--- config.mk ---
export PLATFORM = sky130hd
export DESIGN_NAME = vga_timing_gen
export DESIGN_NICKNAME = d
export VERILOG_FILES = /design/src/rtl/vga_timing_gen.sv
export SDC_FILE = /design/constraint.sdc
export NUM_CORES = 1
export LEC_CHECK = 0
export CAP_MARGIN = 20
export CORE_UTILIZATION = 40
export DETAILED_ROUTE_END_ITERATION = 10
export HOLD_SLACK_MARGIN = 0.05
export SYNTH_ARGS = -nofsm -noshare
export SYNTH_HDL_FRONTEND = slang
export SYNTH_SLANG_ARGS = --single-unit
--- constraint.sdc ---
create_clock -name clk_i -period 3.3 [get_ports clk_i]
set_clock_uncertainty 0.2 [all_clocks]
set_input_delay 0.33 -clock clk_i [delete_from_list [all_inputs] [get_ports clk_i]]
set_output_delay 0.33 -clock clk_i [all_outputs]
set_load 0.02 [all_outputs]
--- src/rtl/vga_timing_gen.sv ---
// VGA raster timing generator: pixel-tick divider, h/v counters, registered sync/active levels and line/frame/vblank pulses.
// Optional feature macro VGA_FRAME_CNT_EN adds an 8-bit wrapping frame counter output (frame_cnt_o).
module vga_timing_gen #(
  parameter int unsigned CLK_DIV     = 4,
  parameter int unsigned H_TOTAL     = 800,
  parameter int unsigned H_SYNC      = 96,
  parameter int unsigned H_ACT_START = 144,
  parameter int unsigned H_ACT_END   = 783,
  parameter int unsigned V_TOTAL     = 521,
  parameter int unsigned V_SYNC      = 2,
  parameter int unsigned V_ACT_START = 31,
  parameter int unsigned V_ACT_END   = 510
) (
  input  logic       clk_i,
  input  logic       reset_i,
  input  logic       enable_i,
  output logic       pix_tick_o,
  output logic [9:0] hcount_o,
  output logic [9:0] vcount_o,
  output logic       hs_o,
  output logic       vs_o,
  output logic       active_o,
  output logic       line_start_o,
  output logic       frame_start_o,
  output logic       vblank_start_o
`ifdef VGA_FRAME_CNT_EN
  ,
  output logic [7:0] frame_cnt_o
`endif
);

  localparam int unsigned      DIV_W    = (CLK_DIV > 1) ? $clog2(CLK_DIV) : 1;
  localparam logic [DIV_W-1:0] DIV_LAST = DIV_W'(CLK_DIV - 1);
  localparam logic [9:0]       H_LAST   = 10'(H_TOTAL - 1);
  localparam logic [9:0]       V_LAST   = 10'(V_TOTAL - 1);
  localparam logic [9:0]       H_SYNC_W = 10'(H_SYNC);
  localparam logic [9:0]       V_SYNC_W = 10'(V_SYNC);
  localparam logic [9:0]       H_ACT_LO = 10'(H_ACT_START);
  localparam logic [9:0]       H_ACT_HI = 10'(H_ACT_END);
  localparam logic [9:0]       V_ACT_LO = 10'(V_ACT_START);
  localparam logic [9:0]       V_ACT_HI = 10'(V_ACT_END);
  localparam logic [9:0]       VBL_LINE = 10'(V_ACT_END + 1);

  logic [DIV_W-1:0] div_q, div_d;
  logic [9:0]       hcount_q, hcount_d;
  logic [9:0]       vcount_q, vcount_d;
  logic             hs_q, hs_d;
  logic             vs_q, vs_d;
  logic             active_q, active_d;
  logic             line_q, line_d;
  logic             frame_q, frame_d;
  logic             vblank_q, vblank_d;

  assign pix_tick_o = enable_i && (div_q == DIV_LAST);

  // Levels are derived from the next-state counters so they never lag hcount/vcount.
  always_comb begin
    div_d    = div_q;
    hcount_d = hcount_q;
    vcount_d = vcount_q;
    line_d   = 1'b0;
    frame_d  = 1'b0;
    vblank_d = 1'b0;
    if (pix_tick_o) begin
      div_d = '0;
      if (hcount_q == H_LAST) begin
        hcount_d = '0;
        line_d   = 1'b1;
        if (vcount_q == V_LAST) begin
          vcount_d = '0;
          frame_d  = 1'b1;
        end else begin
          vcount_d = vcount_q + 10'd1;
        end
        vblank_d = (vcount_d == VBL_LINE);
      end else begin
        hcount_d = hcount_q + 10'd1;
      end
    end else if (enable_i) begin
      div_d = div_q + 1'b1;
    end
    hs_d     = (hcount_d >= H_SYNC_W);
    vs_d     = (vcount_d >= V_SYNC_W);
    active_d = (hcount_d >= H_ACT_LO) && (hcount_d <= H_ACT_HI) &&
               (vcount_d >= V_ACT_LO) && (vcount_d <= V_ACT_HI);
  end

  always_ff @(posedge clk_i) begin
    if (reset_i) begin
      div_q    <= '0;
      hcount_q <= '0;
      vcount_q <= '0;
      hs_q     <= 1'b0;
      vs_q     <= 1'b0;
      active_q <= 1'b0;
      line_q   <= 1'b0;
      frame_q  <= 1'b0;
      vblank_q <= 1'b0;
    end else begin
      div_q    <= div_d;
      hcount_q <= hcount_d;
      vcount_q <= vcount_d;
      hs_q     <= hs_d;
      vs_q     <= vs_d;
      active_q <= active_d;
      line_q   <= line_d;
      frame_q  <= frame_d;
      vblank_q <= vblank_d;
    end
  end

  assign hcount_o       = hcount_q;
  assign vcount_o       = vcount_q;
  assign hs_o           = hs_q;
  assign vs_o           = vs_q;
  assign active_o       = active_q;
  assign line_start_o   = line_q;
  assign frame_start_o  = frame_q;
  assign vblank_start_o = vblank_q;

`ifdef VGA_FRAME_CNT_EN
  logic [7:0] frame_cnt_q;

  // Steps on the same edge that raises frame_start, so the new count is seen with the pulse.
  always_ff @(posedge clk_i) begin
    if (reset_i) begin
      frame_cnt_q <= '0;
    end else if (frame_d) begin
      frame_cnt_q <= frame_cnt_q + 8'd1;
    end
  end

  assign frame_cnt_o = frame_cnt_q;
`endif

endmodule
**Word level (Yosys, flattened, before mapping)**

Index checks and enable logic that the tools add are counted.

- Add/sub/neg operators: 3
- $mul: 0
- Divide/modulo/power cells: 0
- $lt $le $gt $ge: 6
- Equal/unequal tests: 4
- Shifts and indexed selects: 0
- Multiplexer cells: 9
- Bitwise gates (word level): 2
- Reductions and logical operators: 7

Operators by type and width:

| kind | count |
|---|---|
| two-way mux 10 bit | 7 |
| adder 10 x 1 -> 10 bit (second input constant) | 2 |
| == test 10 bit (second input constant) | 2 |
| == test 10 x 9 -> 1 bit (second input constant) | 1 |
| greater-or-equal comparator 10 x 2 -> 1 bit (second input constant) | 1 |
| greater-or-equal comparator 10 x 5 -> 1 bit (second input constant) | 1 |
| greater-or-equal comparator 10 x 7 -> 1 bit (second input constant) | 1 |
| greater-or-equal comparator 10 x 8 -> 1 bit (second input constant) | 1 |
| <= comparator 10 bit (second input constant) | 1 |
| <= comparator 10 x 9 -> 1 bit (second input constant) | 1 |
| logical AND 1 bit | 4 |
| OR reduction 2 bit | 2 |
| OR reduction 3 bit | 1 |
| adder 2 x 1 -> 2 bit (second input constant) | 1 |
| == test 2 bit (second input constant) | 1 |
| two-way mux 1 bit | 2 |
| inverter 1 bit | 2 |

- Register bits after elaboration: 28
- Latch bits: 0
- RAM bits: 0
- Bits in read-only memories: 0
- Output and inout bits: 27
- Word-level logic and storage cells: 40
- Memories: 0

**Longest topological paths before layout**

- Word-level depth: 9
- Gate-level depth with buffers: 9
- Mapped depth without buffers: 9

**Least setup slack after synthesis**

Ideal clock, no wire load.

- Path kind: register to register
- Start point: reg hcount_q[0] (netlist: hcount_o[0])
- End point: reg active_q (netlist: active_o)
- Setup time: 87 ps
- Arrival time: 2480 ps
- Data required time: 3013 ps
- Setup slack: 533 ps
- Stages on the path, launching flop included: 9
- Clock period less this slack: 2767 ps
- Path through: dfxtp_1 ha_1 nand3_1 or4_4 nor3_1 nor2_2 nor4b_2 mux2_4 nor4b_2

- Longest elaborated chain between the ends: 7
- Elaborated cells on any way between the ends: 13
- Classes of those cells: 1 x add/sub; 4 x order compare; 1 x eq/ne; 4 x mux; 3 x reduce/logical

RTL lines:

| element | RTL line | RTL |
|---|---|---|
| start: declaration | 45 | `logic [9:0] hcount_q, hcount_d;` |
| start signal: assignment | 101 | `hcount_q <= hcount_d;` |
| adder 10 x 1 -> 10 bit / == test 10 bit (equally long branches) | 77, 66 |  |
| two-way mux 10 bit | 66 | `if (hcount_q == H_LAST) begin` |
| two-way mux 10 bit | 64 | `if (pix_tick_o) begin` |
| greater-or-equal comparator 10 x 8 -> 1 bit / <= comparator 10 bit (equally long branches) | 84 | `active_d = (hcount_d >= H_ACT_LO) && (hcount_d <= H_ACT_HI) &&` |
| logical AND 1 bit (2 in a row) | 84 |  |
| logical AND 1 bit (*) | 85 | `(vcount_d >= V_ACT_LO) && (vcount_d <= V_ACT_HI);` |
| end signal: assignment | 105 | `active_q <= active_d;` |
| end: declaration | 49 | `logic active_q, active_d;` |

Every way passes the cells marked *; elsewhere a longest branch is shown, timed or not.
A chain may end at the register's enable or synchronous reset.

**Final worst setup path**

- Start point: reg hcount_q[4] (netlist: hcount_o[4])
- End point: reg active_q (netlist: active_o)

The elaborated chain is that of the path after synthesis.

==> out/metrics.csv <==
metric,value,unit
status,"finished, final reports clean",
post-route minimum period,2900,ps
overall global routing resource usage,18.4,%
gp weighted congestion,0.763,
Int Power,0.000519,W
layout cells sized above 1,8.47,%
Main synth FF type,dfxtp_1,
mux cell area share after synthesis,1.42,%
die area,0.00469,sq mm
maxcap violations,0,
GRT overflow,0,
crit end category,register,
dpl hpwl,2.91,mm
CTS sink count,28,
CP Launch Type,register,
"Seq/Total Area, Yosys",31.7,%
slowest CP cell,or4_4,
"most common cell after layout, fill and taps aside",clkdlybuf4s50_1,
Via Count,1640,
Reg2Reg Depth,7,
Hold Slack,306,ps
pwr/cell area,301,mW/mm^2
most frequent cells in the layout,"clkdlybuf4s50_1, dfxtp_1, nand2_1",
# Post-CTS Setup Buffers,0,
Flop pwr share,53.3,%
Worst VDD drop,290,uV
synthesized cell area,0.00177,sq mm
RSZ-0062 raised after global routing,false,
Vias per Instance,5.50,
DRC Markers,0,
WL/cell,13.4,microns
final hold vios,0,
Switching Power,0.000133,W
CP dominant cell by count,nor4b_2,
final slew viol count,0,
Unique masters post-synth,56,
largest net degree at the start of global routing,20,
# port buffers,29,
Relative slew margins,63.5,%
crit path capture,active_o,
Fmax achieved,0.344,GHz
Worst Path Max Fanout,12,
cts hold-fix bufs,0,
row count,23,
Core Box Area,0.00412,sq mm
xor and xnor area share after synthesis,7.44,%
worst slew pin tran,544,ps
worst-path cell chain,nand4b_1 -> or4_4 -> nor3_1 -> a21oi_1 -> nor4b_2 -> mux2_4 -> nor4b_2,
"Clk pin slew, worst setup/hold paths",100,ps
register-to-register setup slack,400,ps
Routed Antenna Nets,0,
crit path DAT,2910,ps
main combinational cell family by area after synthesis,simple AND/OR/NAND/NOR gates,
Inserted Clock Buffers,3,
Leak,0.747,nW
Root Buffer,clkbuf_8,
later-pin clock latency in the skew report,280,ps
clock tree buffer depth,2,
initial drt markers,117,
post-synthesis cell count,224,
simple-gate share of the synthesized area,32.4,%
Hold WC Path Type,reg -> reg,
Final Cycle Share,88.0,%
Horiz. Die Dim,68.5,microns
sw frac,20.4,%
RR Startpoint,hcount_o[4],
Yosys Warn Count,0,
"Async S/R FF share, synth",0,%
starting density of the core,42.9,%
portion of total power attributed to combinational logic,4.9,%
"wirelength, routed",3.99,mm
Area Overhead vs Synth,22.7,%
Synth Area in Adders,3.54,%
Worst Path Required,3300,ps
initial antenna violation count,0,
Diodes inserted,0,
critical path's largest stage delay,600,ps
"EDFF count, synth",0,
final setup vio count,0,
post_cts resized,0,
vias in the first global route,1338,
# IOs,30,
Nets,257,
synthesized area per cell,7.89,sq um
crit path from,hcount_o[4],
Worst R2R End,active_o,
H-tree Lvls,1,
crit path kind,reg -> reg,
wire length of the first global-routing pass,6.51,mm
Compound-Gate Fraction of Synth Area,17.6,%
post-synthesis register bit count,28,
Synthesized Nets,232,
router iterations before antenna repair,4,
placed cell area,0.00210,sq mm
TNS Setup,0,ps
Clk pwr share,41.8,%
CTS tree,built,
chip height,68.5,microns
cell area after layout,0.00217,sq mm
critical path: cells and delay by family, from the launching register on:
family,cells,cell delay [ps]
flip-flops,1,580
AO/OA/AOI/OAI,1,130
AND/OR/NAND/NOR,5,1590
multiplexers,1,330
cell type report:
cell class	count	area, sq um
Clock inverter	1	30.0
Inverter	6	22.5
Multi-Input combinational cell	174	1110
Fill cell	406	1950
Tap cell	50	62.6
Sequential cell	28	561
Timing Repair Buffer	36	343
Clock buffer	3	41.3
cells in the mapped netlist (3+ instances only):
cell type  count  share of area [%]
o21ai_0       11                3.1
clkbuf_1       4               0.85
a211oi_1       3                1.3
nand3_1       10                2.8
a21oi_1       12                3.4
nor3_1        16                4.5
nand2_1       26                5.5
ha_1           5                3.5
nor2_1        24                5.1
xor2_1         9                4.5
inv_1          6                1.3
nor4_1         3                1.1
xnor2_1        6                3.0
buf_2          8                2.3
dfxtp_1       28                 32
and4_1         3                1.5
worst min-delay path by stage:
stage / start / to / slack [ps] / cells past startpoint
floorplan: div_q[1] / div_q[1] / 260 / 2
global placement: div_q[1] / div_q[1] / 280 / 2
detailed placement: div_q[1] / div_q[1] / 290 / 2
CTS: hcount_o[1] / hcount_o[1] / 310 / 2
global route: div_q[1] / div_q[1] / 360 / 2
finish: hcount_o[1] / hcount_o[1] / 310 / 2
per-stage QoR:
step	total power (W)	util (%)	setup slack (ps)	cells
3_5_place_dp	0.000387	51.0	329	294
5_1_grt	0.000679	52.7	208	298
4_1_cts	0.000662	52.7	408	298
2_1_floorplan	0.000375	-	533	224
6_report	0.000652	52.7	395	298
3_3_place_gp	0.000388	51.0	380	294
flip-flops by register name, indices dropped and copies added (netlist names):
name            flops
div_q               2
line_start_o        1
vblank_start_o      1
hs_o                1
vs_o                1
frame_start_o       1
vcount_o           10
hcount_o           10
active_o            1
per-layer routing:
metal / share of wire [%] / track usage (%) / up-vias
met1: 53 / 28.1 / 755
met5: 0 / 0 / -
met3: 4.5 / 3.83 / 2
li1: - / - / 854
met2: 42 / 25.5 / 29
met4: 0.43 / 4.43 / 0
power groups by stage:
stage	sequential (W)	combinational, W	clock, W
after floorplan	0.000355	0.0000205	0
after global placement	0.000355	0.0000325	0
after detailed placement	0.000355	0.0000322	0
after CTS	0.000347	0.0000325	0.000282
after global routing	0.000349	0.0000351	0.000295
final	0.000347	0.0000320	0.000273
logic make-up (layout without fill, tap and decap cells):
| logic type | after synthesis | after routing |
|---|---|---|
| adder cells (fa/ha/maj) | 5 | 5 |
| AND/OR/NAND/NOR | 106 | 106 |
| XOR/XNOR | 15 | 15 |
| flip-flops | 28 | 28 |
| AO/OA/AOI/OAI | 46 | 46 |
| multiplexers | 2 | 2 |
| buffers and inverters | 22 | 46 |
Power figures use the tool's default switching activity.
